<file path="config.mk">
export PLATFORM = sky130hd
export DESIGN_NAME = inst_fetch_queue
export DESIGN_NICKNAME = d
export VERILOG_FILES = /design/src/rtl/inst_fetch_queue_pkg.sv /design/src/rtl/inst_fetch_queue_fifo.sv /design/src/rtl/inst_fetch_queue.sv
export SDC_FILE = /design/constraint.sdc
export NUM_CORES = 1
export LEC_CHECK = 0
export BUFFER_PORTS_ARGS = -buffer_cell sky130_fd_sc_hd__buf_2
export CAP_MARGIN = 20
export CORE_UTILIZATION = 30
export DETAILED_ROUTE_END_ITERATION = 12
export MAX_ROUTING_LAYER = met4
export PLACE_DENSITY = 0.51
export SYNTH_ARGS = -nofsm -noshare
export SYNTH_HDL_FRONTEND = slang
export SYNTH_SLANG_ARGS = --single-unit
</file>
<file path="constraint.sdc">
create_clock -name clk_i -period 5.1 [get_ports clk_i]
set_input_delay 0 -clock clk_i [delete_from_list [all_inputs] [get_ports clk_i]]
set_output_delay 0 -clock clk_i [all_outputs]
set_load 0.01 [all_outputs]
</file>
<file path="src/rtl/inst_fetch_queue_pkg.sv">
// Shared CPU constants and the types used by the instruction-fetch front end.
package inst_fetch_queue_pkg;

  localparam int INST_W = 32;
  localparam logic [INST_W-1:0] NOP_INST = 32'h0000_0013;

  typedef enum logic {
    ST_IDLE = 1'b0,
    ST_RUN  = 1'b1
  } fetch_state_e;

  typedef struct packed {
    logic [31:0]       pc;
    logic [INST_W-1:0] inst;
  } fetch_entry_t;

  // Instruction addresses are always word aligned; low two bits are dropped.
  function automatic logic [31:0] word_align(input logic [31:0] addr);
    return {addr[31:2], 2'b00};
  endfunction

endpackage

</file>
<file path="src/rtl/inst_fetch_queue_fifo.sv">
// Prefetch queue storage: circular buffer of {pc, inst} entries with flush.
module fetch_fifo
  import inst_fetch_queue_pkg::*;
#(
  parameter int DEPTH = 4
) (
  input  logic                         clk_i,
  input  logic                         rst_i,
  input  logic                         flush_i,
  input  logic                         push_i,
  input  fetch_entry_t                 entry_i,
  input  logic                         pop_i,
  output fetch_entry_t                 head_o,
  output logic [$clog2(DEPTH):0]       count_o
);

  localparam int PTR_W = $clog2(DEPTH);
  localparam int CNT_W = PTR_W + 1;

  logic [PTR_W-1:0] wr_ptr_q, wr_ptr_d;
  logic [PTR_W-1:0] rd_ptr_q, rd_ptr_d;
  logic [CNT_W-1:0] count_q, count_d;
  logic             do_push, do_pop;
  fetch_entry_t     entry_mem [DEPTH];

  // Pointer and occupancy next-state; a pop frees the slot a same-cycle push uses when full.
  always_comb begin
    do_pop   = pop_i && (count_q != '0);
    do_push  = push_i && ((count_q != CNT_W'(DEPTH)) || do_pop);
    wr_ptr_d = wr_ptr_q;
    rd_ptr_d = rd_ptr_q;
    count_d  = count_q;
    if (flush_i) begin
      wr_ptr_d = '0;
      rd_ptr_d = '0;
      count_d  = '0;
    end else begin
      if (do_push) wr_ptr_d = wr_ptr_q + 1'b1;
      if (do_pop)  rd_ptr_d = rd_ptr_q + 1'b1;
      count_d = count_q + CNT_W'(do_push) - CNT_W'(do_pop);
    end
  end

  // Control registers with synchronous active-low reset.
  always_ff @(posedge clk_i) begin
    if (!rst_i) begin
      wr_ptr_q <= '0;
      rd_ptr_q <= '0;
      count_q  <= '0;
    end else begin
      wr_ptr_q <= wr_ptr_d;
      rd_ptr_q <= rd_ptr_d;
      count_q  <= count_d;
    end
  end

  // Payload storage is not reset; validity is tracked by count_q alone.
  always_ff @(posedge clk_i) begin
    if (do_push && !flush_i) entry_mem[wr_ptr_q] <= entry_i;
  end

  assign head_o  = entry_mem[rd_ptr_q];
  assign count_o = count_q;

endmodule

</file>
<file path="src/rtl/inst_fetch_queue.sv">
// Instruction fetch front end: issues word requests, tracks in-flight responses,
// discards stale responses after a redirect and buffers instructions for ID.
module inst_fetch_queue
  import inst_fetch_queue_pkg::*;
#(
  parameter int          DEPTH    = 4,
  parameter logic [31:0] RESET_PC = 32'h0
) (
  input  logic              clk_i,
  input  logic              rst_i,
  input  logic              start_i,
  input  logic              redirect_i,
  input  logic [31:0]       redirect_pc_i,
  output logic              imem_req_o,
  output logic [31:0]       imem_addr_o,
  input  logic              imem_gnt_i,
  input  logic              imem_rvalid_i,
  input  logic [INST_W-1:0] imem_rdata_i,
  output logic              inst_valid_o,
  output logic [INST_W-1:0] inst_o,
  output logic [31:0]       pc_o,
  input  logic              inst_ready_i
);

  localparam int CNT_W = $clog2(DEPTH) + 1;

  fetch_state_e     state_q, state_d;
  logic [31:0]      fetch_pc_q, fetch_pc_d;
  logic [31:0]      resp_pc_q, resp_pc_d;
  logic [CNT_W-1:0] outstanding_q, outstanding_d;
  logic [CNT_W-1:0] discard_q, discard_d;
  logic [CNT_W-1:0] occupancy;
  logic [CNT_W:0]   in_flight;
  logic             running, grant, rsp_any, rsp_drop, push, pop, flush;
  fetch_entry_t     head, push_entry;

  fetch_fifo #(.DEPTH(DEPTH)) u_fifo (
    .clk_i   (clk_i),
    .rst_i   (rst_i),
    .flush_i (flush),
    .push_i  (push),
    .entry_i (push_entry),
    .pop_i   (pop),
    .head_o  (head),
    .count_o (occupancy)
  );

  // Request/consume handshakes and output muxing; an empty queue presents a NOP.
  always_comb begin
    running      = (state_q == ST_RUN);
    in_flight    = {1'b0, occupancy} + {1'b0, outstanding_q};
    imem_req_o   = running && !redirect_i && (in_flight < (CNT_W+1)'(DEPTH));
    imem_addr_o  = fetch_pc_q;
    grant        = imem_req_o && imem_gnt_i;
    inst_valid_o = running && (occupancy != '0) && !redirect_i;
    pop          = inst_valid_o && inst_ready_i;
    inst_o       = (occupancy != '0) ? head.inst : NOP_INST;
    pc_o         = (occupancy != '0) ? head.pc : resp_pc_q;
    // Pulses with nothing in flight belong to requests abandoned by reset.
    rsp_any      = imem_rvalid_i && (outstanding_q != '0);
    rsp_drop     = rsp_any && (discard_q != '0);
    push         = rsp_any && !rsp_drop && running && !redirect_i;
    flush        = running && redirect_i;
    push_entry.pc   = resp_pc_q;
    push_entry.inst = imem_rdata_i;
  end

  // Next-state for the FSM, fetch/response PCs and in-flight bookkeeping.
  always_comb begin
    state_d       = state_q;
    fetch_pc_d    = fetch_pc_q;
    resp_pc_d     = resp_pc_q;
    discard_d     = discard_q;
    outstanding_d = outstanding_q + CNT_W'(grant) - CNT_W'(rsp_any);
    if ((state_q == ST_IDLE) && start_i) state_d = ST_RUN;
    if (redirect_i) begin
      fetch_pc_d = word_align(redirect_pc_i);
      resp_pc_d  = word_align(redirect_pc_i);
      // Everything still in flight after this edge predates the redirect.
      if (running) discard_d = outstanding_d;
    end else begin
      if (grant)    fetch_pc_d = fetch_pc_q + 32'd4;
      if (push)     resp_pc_d  = resp_pc_q + 32'd4;
      if (rsp_drop) discard_d  = discard_q - 1'b1;
    end
  end

  // State registers with synchronous active-low reset.
  always_ff @(posedge clk_i) begin
    if (!rst_i) begin
      state_q       <= ST_IDLE;
      fetch_pc_q    <= RESET_PC;
      resp_pc_q     <= RESET_PC;
      outstanding_q <= '0;
      discard_q     <= '0;
    end else begin
      state_q       <= state_d;
      fetch_pc_q    <= fetch_pc_d;
      resp_pc_q     <= resp_pc_d;
      outstanding_q <= outstanding_d;
      discard_q     <= discard_d;
    end
  end

endmodule
</file>
== After elaboration in Yosys (flattened, before gate mapping) ==
Memories as Yosys holds them, arrays and structs flattened. A register that Yosys moved wholly into a read port is not among the register bits.
Cells that the tools add are included.

* Flip-flop bits (word level): 78
* RAM bits: 256
* Bits of input ports: 71
* Output and inout bits: 98
* Logic and storage cells: 68
* Memories: 1

* Add/subtract/negate cells: 10
* $lt $le $gt $ge: 1
* Eq/ne operators: 2
* Mux-type cells: 13
* Bitwise operators: 2
* Reductions and logical operators: 29

{| class="wikitable"
|+ Memories
! name !! words !! bits a word !! rd ports !! clocked after memory_dff !! write ports !! line !! text
|-
| u_fifo.entry_mem || 4 || 64 || 1 || 1 || 1 || inst_fetch_queue_fifo.sv:24 || <nowiki>fetch_entry_t entry_mem [DEPTH];</nowiki>
|}

{| class="wikitable"
|+ Operators by type and width
! operator !! number
|-
| 32-bit two-way mux || 6
|-
| 32-bit by 3-bit adder with 32-bit output (second input constant) || 2
|-
| 1-bit logical AND || 16
|-
| 3-bit two-way mux || 3
|-
| 3-bit nonzero test || 3
|-
| 3-bit by 1-bit adder with 3-bit output || 2
|-
| 2-bit nonzero test || 3
|-
| 3-bit by 1-bit subtractor with 3-bit output || 2
|-
| 2-bit by 1-bit adder with 2-bit output (second input constant) || 2
|-
| 3-bit by 3-bit adder with 4-bit output || 1
|-
| 4-bit by 3-bit < comparator with 1-bit output (second input constant) || 1
|-
| 2-bit two-way mux || 2
|-
| 2-bit OR reduction || 2
|-
| 1-bit zero test || 3
|-
| 3-bit inequality test (second input constant) || 1
|-
| 3-bit by 1-bit subtractor with 3-bit output (second input constant) || 1
|-
| 1-bit two-way mux || 2
|-
| 2-bit by 1-bit inequality test with 1-bit output (second input constant) || 1
|-
| 1-bit NOT || 2
|-
| 2-bit AND reduction || 1
|-
| 1-bit logical OR || 1
|}

== Depth between registers and ports, before layout ==
* Depth after elaboration: 11
* Mapped depth: 16
* Depth with buffers taken out: 13

== Hierarchy ==
A second synthesis with hierarchy kept.

* Cell total of the unflattened synthesis: 938
* Area, all modules: 14182.4 um^2

{| class="wikitable"
|+ Modules (own cells, without submodules)
! module !! instances !! cells each !! area each (um^2) !! seq. area each (um^2)
|-
| fetch_fifo || 1 || 384 || 9789.4 || 7867.5
|-
| inst_fetch_queue || 1 || 554 || 4393.0 || 1341.3
|}

== Least setup slack after synthesis ==
Ideal clock, no wire load.

* Kind: flip-flop to flip-flop
* Start point: register discard_q[0]
* End point: memory u_fifo.entry_mem[0][0] in the netlist's numbering, enable pin
* Library setup time: 426 ps
* Arrival: 2673 ps
* Required time: 4674 ps
* Slack: 2001 ps
* Cell stages (with the launch flop): 6
* Path buffers: 0
* Period minus slack after synthesis: 3099 ps
* Cells stage by stage: dfxtp_1 > inv_1 > ha_1 > nand3b_1 > nor4_2 > and2_1

* Cells in the longest elaborated chain, start to end: 10

{| class="wikitable"
|+ RTL lines
! element !! line !! text
|-
| start, declared || inst_fetch_queue.sv:31 || <nowiki>logic [CNT_W-1:0] discard_q, discard_d;</nowiki>
|-
| start signal, assigned || inst_fetch_queue.sv:101 || <nowiki>discard_q <= discard_d;</nowiki>
|-
| 3-bit nonzero test || inst_fetch_queue.sv:61 || <nowiki>rsp_drop = rsp_any && (discard_q != '0);</nowiki>
|-
| 1-bit logical AND || inst_fetch_queue.sv:61 ||
|-
| 1-bit zero test || inst_fetch_queue.sv:62 || <nowiki>push = rsp_any && !rsp_drop && running && !redirect_i;</nowiki>
|-
| 1-bit logical AND (3 in series) || inst_fetch_queue.sv:62 ||
|-
| 1-bit logical AND || inst_fetch_queue_fifo.sv:29 || <nowiki>do_push = push_i && ((count_q != CNT_W'(DEPTH)) || do_pop);</nowiki>
|-
| 1-bit logical AND || inst_fetch_queue_fifo.sv:59 || <nowiki>if (do_push && !flush_i) entry_mem[wr_ptr_q] <= entry_i;</nowiki>
|-
| 1-bit two-way mux || inst_fetch_queue_fifo.sv:59 ||
|-
| 1-bit two-way mux (not written as such) || inst_fetch_queue_fifo.sv:59 ||
|-
| end, declared || inst_fetch_queue_fifo.sv:24 ||
|}

No other way between the ends.

== Worst setup path after layout ==
* Start point: register u_fifo.count_q[2], in the netlist u_fifo.count_o[2]
* End point: register discard_q[2]

* Cells in the longest elaborated chain, start to end: 8

{| class="wikitable"
|+ RTL lines
! element !! line !! text
|-
| start, declared || inst_fetch_queue_fifo.sv:22 || <nowiki>logic [CNT_W-1:0] count_q, count_d;</nowiki>
|-
| start signal, assigned || inst_fetch_queue_fifo.sv:53 || <nowiki>count_q <= count_d;</nowiki>
|-
| 3-bit by 3-bit adder with 4-bit output || inst_fetch_queue.sv:51 || <nowiki>in_flight = {1'b0, occupancy} + {1'b0, outstanding_q};</nowiki>
|-
| 4-bit by 3-bit < comparator with 1-bit output || inst_fetch_queue.sv:52 || <nowiki>imem_req_o = running && !redirect_i && (in_flight < (CNT_W+1)'(DEPTH));</nowiki>
|-
| 1-bit logical AND || inst_fetch_queue.sv:52 ||
|-
| 1-bit logical AND || inst_fetch_queue.sv:54 || <nowiki>grant = imem_req_o && imem_gnt_i;</nowiki>
|-
| 3-bit by 1-bit adder with 3-bit output || inst_fetch_queue.sv:74 || <nowiki>outstanding_d = outstanding_q + CNT_W'(grant) - CNT_W'(rsp_any);</nowiki>
|-
| 3-bit by 1-bit subtractor with 3-bit output || inst_fetch_queue.sv:74 ||
|-
| 3-bit two-way mux || inst_fetch_queue.sv:80 || <nowiki>if (running) discard_d = outstanding_d;</nowiki>
|-
| 3-bit two-way mux || inst_fetch_queue.sv:76 || <nowiki>if (redirect_i) begin</nowiki>
|}

No other way between the ends. The select of a mux whose other input is x is not followed.
A chain may end at the register's enable or synchronous reset.

==> results.py <==
metrics = {
    "cts": {
        "clkTransAtPathRegs_ns": 0.06,
        "cts_root_buffer": "clkbuf_16",
        "cts_setup_buffers": 0,
        "postCtsResizedCells": 0,
        "cts_tree": "done",
        "clkSinkCount": 324,
        "cts_htree_levels": 2,
        "insertion_delay_ns": 0.51,
        "cts_inserted_buffers": 35,
        "ctsLongestPathBuffers": 3,
    },
    "critical_path": {
        "required_ns": 5.49,
        "crit_type": "reg -> reg",
        "cp-start-kind": "register",
        "arrival_ns": 3.55,
        "critPathSlowestCell": "dfxtp_1",
        "critPathCaptureType": "register",
        "crit_fanout": 19,
        "cpMostUsedCell": "ha_1",
        "crit_path_max_incr_delay_ns": 0.41,
        "path_cells": "ha_1, nor3_1, and4_1, buf_4, inv_1, ha_1, inv_1, ha_1, fa_1, xnor2_1, xnor2_1, a22o_1, a22oi_1, nor2_1",
    },
    "sta": {
        "finalHoldViolCount": 0,
        "finalSetupTns_ns": 0,
        "fin_crit_ns": 3.17,
        "setup_viol": 0,
        "worst_pin_slew_ns": 1.02,
        "skew_ns": 0.0135,
        "fmax_mhz": 316,
        "rsz0062_at_grt": "false",
        "period_share_pct": 62.1,
        "slew_viol_final": 0,
        "slew_headroom_pct": 31.5,
    },
    "final_layout": {
        "fin_nets": 1215,
        "final_layout_size_suffix_gt1_share_pct": 30.0,
        "antenna_cells": 0,
        "syn2layout_area_growth_pct": 23.5,
        "final_common_cell": "edfxtp_1",
        "final_cell_mix": "edfxtp_1, buf_2, dfxtp_1",
    },
    "drt": {
        "routedLengthMet1_mm": 16.0,
        "vias": 8488,
        "drtAntennaViolNets": 0,
        "wl_met3_mm": 1.69,
        "highest_layer": "met4",
        "vias_per_cell": 4.87,
        "dr.pass1.iters": 5,
        "wl_met2_mm": 14.7,
        "drc_errors": 0,
        "wire_per_inst_um": 18.9,
        "wl_mm": 32.9,
        "drt_iter0_markers": 576,
    },
    "floorplan": {
        "die_h_um": 216,
        "start_util_pct": 30.7,
        "io-pin-count": 169,
        "core_area_um2": 44700,
        "die_width_um": 216,
        "rows": 77,
        "fp.dieArea_um2": 46600,
    },
    "yosys": {
        "synthesis.area_um2": 13700,
        "syn_avg_cell_area_um2": 15.3,
        "synth_cell_types": 62,
        "synth_xor_area_share_pct": 2.68,
        "ys.flop_type": "edfxtp_1",
        "synthMuxAreaShare_pct": 12.9,
        "synth_compound_area_share_pct": 5.91,
        "synth_top_family_by_area": "multiplexers",
        "synthSimpleGateAreaFrac_pct": 9.35,
        "synth-seq-cells": 324,
        "async_flop_share_pct": 0,
        "synth_warnings": 0,
        "syn_inst": 898,
        "yosys.area_share.adder_pct": 1.57,
        "synth_enable_flop_cells": 248,
        "seq_area_frac_synth_pct": 65.4,
    },
    "power": {
        "power_mw": 6.02,
        "ir_worst_vdd_mv": 0.173,
        "pwr_density_cell_nw_per_um2": 356,
        "cellLeakagePower_nw": 5.90,
    },
    "grt": {
        "grt_pass1_wl_mm": 51.2,
        "grt_pass1_vias": 8605,
        "gr-usage-all-layers_pct": 14.5,
        "grt_start_max_net_pins": 64,
        "grt-ovfl-total": 0,
        "antenna_found_initial": 1,
    },
    "run": {
        "cap_violations": 0,
    },
    "place": {
        "gp_congestion": 0.802,
        "dp_hpwl_mm": 20.3,
        "portBuffers": 162,
    },
    "min_path": {
        "hold_path_class": "in -> reg",
    },
    "outcome": {
        "status": "finished, final reports clean",
    },
}
==> metrics by stage <==
stage	instance area [um^2]	hold slack (ns)	setup slack, ns	instances	util, %
final	16900	0.0569	1.93	1744	37.9
after global routing	16900	0.0593	1.69	1744	37.9
after CTS	16900	0.0398	1.93	1744	37.9
after detailed placement	15200	0.218	1.97	1619	33.9
after global placement	15200	0.219	1.98	1619	33.9
after floorplan	13700	0.0989	2.00	901	-
==> worst paths after layout <==
path         cells after the start                         start  slack [ns]                            to
max                             14  u_fifo.count_o[2]$_SDFF_PP0_        1.93     discard_q[2]$_SDFFE_PN0P_
min                              2                         rst_i        0.06  imem_addr_o[26]$_SDFFE_PN0P_
max reg2reg                     14  u_fifo.count_o[2]$_SDFF_PP0_        1.93     discard_q[2]$_SDFFE_PN0P_
min reg2reg                      2     discard_q[1]$_SDFFE_PN0P_        0.51     discard_q[1]$_SDFFE_PN0P_
==> Yosys cell counts, types with 4 or more instances <==
master | count | area, um^2
o21a_1 | 7 | 52.6
nor4_2 | 5 | 62.6
and2_1 | 9 | 56.3
a21oi_1 | 43 | 215
dfxtp_1 | 76 | 1520
clkbuf_1 | 31 | 116
o22ai_1 | 7 | 43.8
nand2_1 | 37 | 139
o21ai_0 | 40 | 200
buf_2 | 12 | 60.1
nor2_1 | 35 | 131
nor3_1 | 8 | 40.0
nand4_1 | 25 | 156
xnor2_1 | 14 | 123
mux4_2 | 62 | 1400
xor2_1 | 28 | 245
mux2_2 | 31 | 349
buf_4 | 5 | 37.5
nor4_1 | 4 | 25.0
a31oi_1 | 12 | 75.1
a21boi_0 | 5 | 37.5
and3_1 | 13 | 81.3
inv_1 | 17 | 63.8
a22oi_1 | 5 | 37.5
nor2b_1 | 32 | 200
edfxtp_1 | 248 | 7450
ha_1 | 14 | 175
nand3_1 | 19 | 95.1
and4_1 | 4 | 35.0
==> state kept, by name, summed over array words and instances, names as in the netlist, named ones only <==
register	cells
u_fifo.wr_ptr_q	2
outstanding_q	3
discard_q	3
u_fifo.count_o	3
u_fifo.entry_mem	248
imem_addr_o	30
resp_pc_q	30
u_fifo.rd_ptr_q	2
running	1
==> cell families (layout without fill, tap and decap cells) <==
kind of cell,Yosys count,count (layout)
AOI/OAI and AO/OA,136,136
xor gates and xnor gates,42,42
adders and majority gates,16,16
buffers and inverters,67,318
DFF,324,324
muxes,96,96
other,1,4
and+or+nand+nor,216,216
==> metal layers <==
layer	GRT usage [%]	vias up
li1	-	3948
met1	20.4	4250
met2	21.7	251
met3	2.42	39
met4	3.74	0
met5	-	-
==> area by class of cell <==
class | count | area (um^2)
Clock buffer | 43 | 958
Clock inverter | 18 | 168
Fill cell | 4283 | 27800
Inverter | 17 | 63.8
Multi-Input combinational cell | 510 | 4480
Sequential cell | 324 | 8970
Tap cell | 592 | 741
Timing Repair Buffer | 240 | 1560
==> power breakdown <==
part           internal (mW)  leakage [nW]  total (mW)  switching (mW)
sequential              2.92          2.88        3.01          0.0895
combinational          0.235          2.47       0.515           0.280
clock                   1.49         0.551        2.50            1.02
total                   4.64          5.90        6.02            1.39
==> what timing repair did <==
item / in CTS / in global routing
endpoints found under the setup margin: 0 / 0
endpoints found under the hold margin: 191 / 0
hold buffers: 64 / 0
==> worst max-delay path, delay by kind of cell, from the launching register on <==
kind,cells,cell delay [ns]
flops,1,0.41
simple gates,3,0.46
fa+ha+maj,4,1.11
compound gates,2,0.37
xor+xnor,2,0.30
buf+inv,3,0.39
(Power assumes the default switching activity.)
